<file path="src/rtl/ifetch.sv">
// Instruction-fetch sequencer: captures the PC on a fetch request, runs a read handshake
// to instruction memory, latches the returned word into ir and pulses pcinc on success.
`timescale 1ns/1ps
module ifetch #(
    parameter int AW      = 16,
    parameter int DW      = 16,
    parameter int TIMEOUT = 15
) (
    input  logic          i_clk,
    input  logic          i_rst_n,
    input  logic [AW-1:0] i_pc_addr,
    input  logic          i_fetch_req,
    input  logic          i_flush,
    input  logic          i_err_clr,
    output logic [AW-1:0] o_mem_addr,
    output logic          o_mem_rd,
    input  logic          i_mem_ready,
    input  logic [DW-1:0] i_mem_data,
    output logic [DW-1:0] o_ir,
    output logic          o_ir_valid,
    output logic          o_pcinc,
    output logic          o_busy,
    output logic          o_fetch_err
);

    localparam int            CW       = (TIMEOUT > 0) ? $clog2(TIMEOUT + 1) : 1;
    localparam logic [CW-1:0] CNT_MAX  = '1;
    localparam logic [CW-1:0] CNT_LAST = CW'((TIMEOUT > 0) ? TIMEOUT - 1 : 0);

    typedef enum logic [1:0] {
        S_IDLE,
        S_WAIT,
        S_ERR
    } state_t;

    state_t        r_state,     w_state_next;
    logic [AW-1:0] r_mem_addr,  w_mem_addr_next;
    logic          r_mem_rd,    w_mem_rd_next;
    logic [DW-1:0] r_ir,        w_ir_next;
    logic          r_ir_valid,  w_ir_valid_next;
    logic          r_pcinc,     w_pcinc_next;
    logic          r_busy,      w_busy_next;
    logic          r_fetch_err, w_fetch_err_next;
    logic [CW-1:0] r_cnt,       w_cnt_next;

    always_ff @(posedge i_clk or negedge i_rst_n) begin
        if (!i_rst_n) begin
            r_state     <= S_IDLE;
            r_mem_addr  <= '0;
            r_mem_rd    <= 1'b0;
            r_ir        <= '0;
            r_ir_valid  <= 1'b0;
            r_pcinc     <= 1'b0;
            r_busy      <= 1'b0;
            r_fetch_err <= 1'b0;
            r_cnt       <= '0;
        end else begin
            r_state     <= w_state_next;
            r_mem_addr  <= w_mem_addr_next;
            r_mem_rd    <= w_mem_rd_next;
            r_ir        <= w_ir_next;
            r_ir_valid  <= w_ir_valid_next;
            r_pcinc     <= w_pcinc_next;
            r_busy      <= w_busy_next;
            r_fetch_err <= w_fetch_err_next;
            r_cnt       <= w_cnt_next;
        end
    end

    always_comb begin
        w_state_next     = r_state;
        w_mem_addr_next  = r_mem_addr;
        w_mem_rd_next    = r_mem_rd;
        w_ir_next        = r_ir;
        w_ir_valid_next  = r_ir_valid;
        w_pcinc_next     = 1'b0;
        w_busy_next      = r_busy;
        w_fetch_err_next = r_fetch_err;
        w_cnt_next       = r_cnt;

        case (r_state)
            S_IDLE: begin
                // A flush in the same cycle as a request wins; the request is dropped.
                if (i_flush) begin
                    w_ir_valid_next = 1'b0;
                end else if (i_fetch_req) begin
                    w_mem_addr_next = i_pc_addr;
                    w_mem_rd_next   = 1'b1;
                    w_busy_next     = 1'b1;
                    w_ir_valid_next = 1'b0;
                    w_cnt_next      = '0;
                    w_state_next    = S_WAIT;
                end
            end
            S_WAIT: begin
                if (i_flush) begin
                    w_mem_rd_next   = 1'b0;
                    w_busy_next     = 1'b0;
                    w_ir_valid_next = 1'b0;
                    w_state_next    = S_IDLE;
                end else if (i_mem_ready) begin
                    w_ir_next       = i_mem_data;
                    w_ir_valid_next = 1'b1;
                    w_pcinc_next    = 1'b1;
                    w_mem_rd_next   = 1'b0;
                    w_busy_next     = 1'b0;
                    w_state_next    = S_IDLE;
                end else begin
                    if (r_cnt != CNT_MAX) begin
                        w_cnt_next = r_cnt + CW'(1);
                    end
                    // r_cnt counts earlier low cycles, so CNT_LAST marks the final allowed one.
                    if ((TIMEOUT != 0) && (r_cnt == CNT_LAST)) begin
                        w_fetch_err_next = 1'b1;
                        w_mem_rd_next    = 1'b0;
                        w_busy_next      = 1'b0;
                        w_state_next     = S_ERR;
                    end
                end
            end
            S_ERR: begin
                w_mem_rd_next = 1'b0;
                if (i_flush) begin
                    w_ir_valid_next = 1'b0;
                end
                if (i_err_clr) begin
                    w_fetch_err_next = 1'b0;
                    w_state_next     = S_IDLE;
                end
            end
            default: begin
                w_state_next = S_IDLE;
            end
        endcase
    end

    assign o_mem_addr  = r_mem_addr;
    assign o_mem_rd    = r_mem_rd;
    assign o_ir        = r_ir;
    assign o_ir_valid  = r_ir_valid;
    assign o_pcinc     = r_pcinc;
    assign o_busy      = r_busy;
    assign o_fetch_err = r_fetch_err;

endmodule
</file>
<file path="config.mk">
export PLATFORM = sky130hd
export DESIGN_NAME = ifetch
export DESIGN_NICKNAME = d
export VERILOG_FILES = /design/src/rtl/ifetch.sv
export SDC_FILE = /design/constraint.sdc
export NUM_CORES = 1
export LEC_CHECK = 0
export CAP_MARGIN = 20
export CORE_ASPECT_RATIO = 1.2
export CORE_MARGIN = 5
export CORE_UTILIZATION = 43
export DETAILED_ROUTE_END_ITERATION = 8
export PLACE_DENSITY = 0.78
export REMOVE_ABC_BUFFERS = 1
export SYNTH_ARGS = -nofsm -noshare
export SYNTH_HDL_FRONTEND = slang
export SYNTH_SLANG_ARGS = --single-unit
</file>
<file path="constraint.sdc">
create_clock -name i_clk -period 2.2 [get_ports i_clk]
set_input_delay 0.55 -clock i_clk [delete_from_list [all_inputs] [get_ports i_clk]]
set_output_delay 0.55 -clock i_clk [all_outputs]
set_load 0.01 [all_outputs]
</file>
# [Word-level counts from Yosys, hierarchy flattened]
# Cells that the tools add are included.
[word_totals] output_inout_bits=37 inputBits=38 register_bits=43 elab_cells=72
[classes] addsub=1 n_reduce_logical=12 n_bitwise=1 mux=34 n_eq_ne=15
[op_table] operator="4-bit 2-to-1 mux" count=5
[op_table] operator="1-bit 2-to-1 mux" count=17
[op_table] operator="2-bit inequality test (second input constant)" count=8
[op_table] operator="4-bit AND reduction" count=4
[op_table] operator="2-bit 2-to-1 mux" count=6
[op_table] operator="4-bit inequality test (second input constant)" count=2
[op_table] operator="4-bit case mux with 2 select lines" count=1
[op_table] operator="3-bit inequality test (second input constant)" count=2
[op_table] operator="1-bit case mux with 3 select lines" count=2
[op_table] operator="2-bit case mux with 3 select lines" count=1
[op_table] operator="3-bit AND reduction" count=2
[op_table] operator="6-bit AND reduction" count=1
[op_table] operator="5-bit AND reduction" count=1
[op_table] operator="4-bit by 1-bit adder with 4-bit output (second input constant)" count=1
[op_table] operator="4-bit == test (second input constant)" count=1
[op_table] operator="1-bit case mux with 2 select lines" count=2
[op_table] operator="2-bit nonzero test" count=2
[op_table] operator="3-bit nonzero test" count=1
[op_table] operator="2-bit by 1-bit == test with 1-bit output (second input constant)" count=1
[op_table] operator="2-bit == test (second input constant)" count=1
[op_table] operator="2-bit logical NOT" count=1
[op_table] operator="1-bit NOT" count=1

# [Depth between registers and ports, before layout]
# Gate-level depths: netlist of the first run.
[depth] word_depth=5 ltp_mapped=9 mapped_depth_nobuf=6

# [Worst setup path before layout of the first run]
# No wires, ideal clock.
[synth_path] path_kind="register to register" start="register r_state[1]" end="register r_cnt[3]" required_time_ns=2.080 period_less_slack_ns=1.775 arrival_time_ns=1.655 stages_incl_launch_ff=8 n_path_buf=1 setup_ns=0.120 slack_ns=0.425 cell_sequence="dfrtp_1 inv_1 ha_1 buf_6 or3b_4 a221oi_4 mux2i_1 nand2_1"
[synth_via] elab_chain_cells=3 word_cells_on_any_way=10 classes_between="eq/ne (6); mux (1); reduce/logical (3)"
[synth_rtl] element="start, declared" line="36" source="state_t r_state, w_state_next;"
[synth_rtl] element="start signal, assigned" line="58" source="r_state <= w_state_next;"
[synth_rtl] element="2-bit by 1-bit == test with 1-bit output / 2-bit logical NOT (equally long branches)" line="81" source="case (r_state)"
[synth_rtl] element="2-bit inequality test (no line) / 2-bit nonzero test (equally long branches)"
[synth_rtl] element="6-bit AND reduction (no line)"
[synth_rtl] element="end signal, assigned" line="66" source="r_cnt <= w_cnt_next;"
[synth_rtl] element="end, declared" line="44" source="logic [CW-1:0] r_cnt, w_cnt_next;"
# Parallel ways exist; a longest one is shown, timed or not.
# A chain may end at the register's enable or synchronous reset.

# [Worst setup path in the final report of the first run]
[layout_path] start="register r_state[1]" end="register r_cnt[0]"
# Same word-level chain as after synthesis.

==> parameters.txt, run 1 <==
Parameter                              Value

Cells and area
  Proportion of layout cells with a drive suffix above 1    15.4%
  Final layout net count    297
  Layout overhead on the synthesized area    47.6%
  Post-route standard cell area excluding fillers    2810 µm²
  Inserted Diodes    0

Clock network
  Clk Latency, worst-skew pair    0.29 ns
  Level count of the clock H-tree    2
  Clock tree from TritonCTS    built
  Register clock-pin slew on the reported worst setup and hold paths    0.08 ns
  Number of gates given a new drive strength after cts    0
  CTS root buffer    sky130_fd_sc_hd__clkbuf_8
  Buffers inserted during post-CTS setup optimization    0
  Maximum clock insertion buffer count    2
  TritonCTS Buffers    5
  Hold-fix buffers, CTS    0
  Clk sink count    43

Die
  Core Box Area    4260 µm²
  Floorplan die area    5860 µm²
  Std-Cell Rows    26
  Die height    82.8 µm
  Overall die width    70.7 µm
  IO Count    75
  Effective utilization at floorplan    44.6%

Setup path
  Ordered list of cells on the worst path    inv_1 -> ha_1 -> or3b_4 -> a221oi_4 -> buf_4 -> nand3_1 -> o21ai_0
  Critical Path Slowest Stage Cell    sky130_fd_sc_hd__or3b_4
  Startpoint Class    flop
  Element type at the critical path end    flop
  WP data arrival    2.20 ns
  Maximum fanout count along the critical path    10
  Register-to-register setup slack    0.21 ns
  Required time of the critical path    2.40 ns
  Worst Setup Path Type    flop to flop
  Slowest Stage Delay on Critical Path    0.44 ns

STA
  Post-Route Skew    0.00858 ns
  Peak Freq    501 MHz
  Clock period minus worst slack    1.99 ns
  Final number of max-transition violations    0
  Number of failing setup endpoints in the final timing report    0
  Final Hold Vio Count    0
  Setup repair after global routing missed its margin    false
  Post-route fraction of the period consumed by the critical path    90.6%
  Max-slew headroom    63.3%
  Least-Margin Pin Slew    0.551 ns
  Total negative setup slack    0 ns

Power and ir drop
  Leakage power total    1.25 nW
  Worst IR Drop VDD    716 µV
  Final Total Pwr    3.52 mW
  Ratio of total power to cell area    1260 nW/µm²

Detailed routing
  Via-to-Cell Ratio    4.88
  Initial detailed-routing violation count    64
  Number of design rule violations left after detail routing    0
  First-pass detailed-route iteration total    4
  Routed wire length per instance    13.7 µm
  Count of vias placed by the detailed router    1514
  Final wirelength    4240 µm
  Number of nets still failing antenna checks after routing    0

Global routing
  Grt met3 use    5.31%
  Global routing usage on met1    18.8%
  Antenna violations before repair    0
  Layer carrying the most global-route usage    met2
  Total track usage    15.0%
  GR Overflow Total    0
  Vias in the first global route    1482
  Met2 track demand over resource    24.1%
  Pin count of the biggest net entering global routing    44
  First-pass GRT wire length    7130 µm

Placement
  Final weighted congestion in routability-driven placement    0.783
  Cell area reported after detailed placement    2720 µm²
  Placed wire-length estimate after detailed placement    3170 µm
  Port Buffer Count    74

Synthesis
  Cell count after synthesis    173
  Mean Syn Cell Area    11.0 µm²
  Synth Warn #    0
  Total standard cell area after synthesis    1900 µm²
  Unique masters post-synth    34
  Register bit count reported by yosys    43
  Post-synthesis sequential area ratio    56.6%

Flow run
  Count of max-cap constraint violations    0

Outcome
  Result of the run    finished, final reports clean

Worst hold path
  Hold/Removal Path Class    input port to asynchronous set/reset pin
## where the power goes
part	switching [mW]	internal (mW)
combinational	0.698	0.977
clock	0.253	0.222
sequential	0.216	1.15
## cell usage in the layout, fill, tap and decap left out, types with 2 or more instances in the layout
| master | instances |
|---|---|
| sky130_fd_sc_hd__clkdlybuf4s50_1 | 73 |
| sky130_fd_sc_hd__nand2_1 | 54 |
| sky130_fd_sc_hd__dfrtp_1 | 43 |
| sky130_fd_sc_hd__mux2_2 | 16 |
| sky130_fd_sc_hd__a21oi_1 | 6 |
| sky130_fd_sc_hd__nand3_1 | 6 |
| sky130_fd_sc_hd__ha_1 | 6 |
| sky130_fd_sc_hd__inv_1 | 5 |
| sky130_fd_sc_hd__clkbuf_8 | 5 |
| sky130_fd_sc_hd__o21ai_0 | 4 |
| sky130_fd_sc_hd__buf_4 | 4 |
| sky130_fd_sc_hd__nor2_2 | 2 |
| sky130_fd_sc_hd__nor2b_1 | 2 |
| sky130_fd_sc_hd__nor3b_1 | 2 |
| sky130_fd_sc_hd__nand3b_1 | 2 |
| sky130_fd_sc_hd__nor2_1 | 2 |
## sequential cells by signal (all words and copies together), names as in the netlist
signal	flops
o_ir_valid	1
r_cnt	4
o_pcinc	1
o_ir	16
o_mem_rd	1
o_fetch_err	1
o_mem_addr	16
o_busy	1
r_state	2
## cell usage after synthesis
cell type / n / area [µm²]
sky130_fd_sc_hd__nand2_1: 54 / 203
sky130_fd_sc_hd__dfrtp_1: 43 / 1080
sky130_fd_sc_hd__mux2_2: 16 / 180
sky130_fd_sc_hd__a21oi_1: 6 / 30.0
sky130_fd_sc_hd__ha_1: 6 / 75.1
sky130_fd_sc_hd__nand3_1: 6 / 30.0
sky130_fd_sc_hd__inv_1: 5 / 18.8
sky130_fd_sc_hd__o21ai_0: 4 / 20.0
sky130_fd_sc_hd__buf_2: 2 / 10.0
sky130_fd_sc_hd__clkbuf_1: 2 / 7.51
sky130_fd_sc_hd__nand3b_1: 2 / 15.0
sky130_fd_sc_hd__nor2_1: 2 / 7.51
sky130_fd_sc_hd__nor2_2: 2 / 12.5
sky130_fd_sc_hd__nor2b_1: 2 / 12.5
sky130_fd_sc_hd__nor3b_1: 2 / 15.0
sky130_fd_sc_hd__a21bo_2: 1 / 10.0
sky130_fd_sc_hd__a221oi_4: 1 / 26.3
sky130_fd_sc_hd__a2bb2oi_1: 1 / 8.76
sky130_fd_sc_hd__a31o_2: 1 / 8.76
sky130_fd_sc_hd__a31oi_1: 1 / 6.26
sky130_fd_sc_hd__a41oi_1: 1 / 8.76
sky130_fd_sc_hd__and4_2: 1 / 10.0
sky130_fd_sc_hd__buf_4: 1 / 7.51
sky130_fd_sc_hd__buf_6: 1 / 11.3
sky130_fd_sc_hd__mux2i_1: 1 / 10.0
sky130_fd_sc_hd__nand2b_2: 1 / 8.76
sky130_fd_sc_hd__nand2b_4: 1 / 13.8
sky130_fd_sc_hd__nand4_1: 1 / 6.26
sky130_fd_sc_hd__nor4b_1: 1 / 8.76
sky130_fd_sc_hd__o21bai_1: 1 / 7.51
sky130_fd_sc_hd__o2bb2ai_1: 1 / 8.76
sky130_fd_sc_hd__o32ai_1: 1 / 8.76
sky130_fd_sc_hd__or2_2: 1 / 6.26
sky130_fd_sc_hd__or3b_4: 1 / 11.3
## final timing paths
check / startpoint / end / depth (start not counted)
min reg2reg: o_mem_addr[14] / o_mem_addr[14] / 2
min: i_rst_n / o_mem_addr[8] / 2
max reg2reg: r_state[1] / r_cnt[0] / 7
max: r_state[1] / r_cnt[0] / 7
max in group asynchronous: i_rst_n / o_ir[10] / 2
min in group i_clk: o_mem_addr[14] / o_mem_addr[14] / 2
## final cells by class
class / count / area, µm²
Fill cell: 361 / 1460
Timing Repair Buffer: 79 / 786
Multi-Input combinational cell: 119 / 769
Sequential cell: 43 / 1080
Tap cell: 56 / 70.1
Clock inverter: 2 / 12.5
Clock buffer: 6 / 72.6
Inverter: 5 / 18.8
## stage by stage
step	worst slack [ns]	cells	util [%]	hold WS, ns
final	0.206	310	65.8	0.332
after global routing	0.118	310	65.8	0.379
after CTS	0.199	310	65.8	0.341
after detailed placement	0.116	302	63.8	0.462
after floorplan	0.347	167	-	0.254
after global placement	0.158	302	63.8	0.456
## critical path: cells and delay by family, from the launching register on
kind,cells,cell delay [ns]
and+or+nand+nor,2,0.51
DFF,1,0.41
AOI/OAI and AO/OA,2,0.35
buffers and inverters,2,0.28
adders and majority gates,1,0.36
## kinds of logic after synthesis
logic type	after synthesis	synth area share [%]
AO/OA/AOI/OAI	19	7.57
adder cells (fa/ha/maj)	6	3.95
buffers and inverters	11	2.90
flip-flops	43	56.6
multiplexers	17	10.0
AND/OR/NAND/NOR	77	19.0
## routing by layer
layer	vias to the layer above	wire (µm)	share of wire, %
met1	712	1780	42
met2	56	2040	48
li1	738	-	-
met3	8	369	8.7
met4	0	58	1.4
met5	-	0	0
No activity file was read; power rests on OpenSTA's default activity.
==> run 2: changes to the inputs <==
--- a/config.mk
+++ b/config.mk
@@ -10,6 +10,7 @@
 export CORE_MARGIN = 5
 export CORE_UTILIZATION = 43
 export DETAILED_ROUTE_END_ITERATION = 8
+export HOLD_SLACK_MARGIN = 0.08
 export PLACE_DENSITY = 0.78
 export REMOVE_ABC_BUFFERS = 1
 export SYNTH_ARGS = -nofsm -noshare
==> results of run 2 <==
Same layout as run 1: the final DEF is identical, and so are final timing and power.
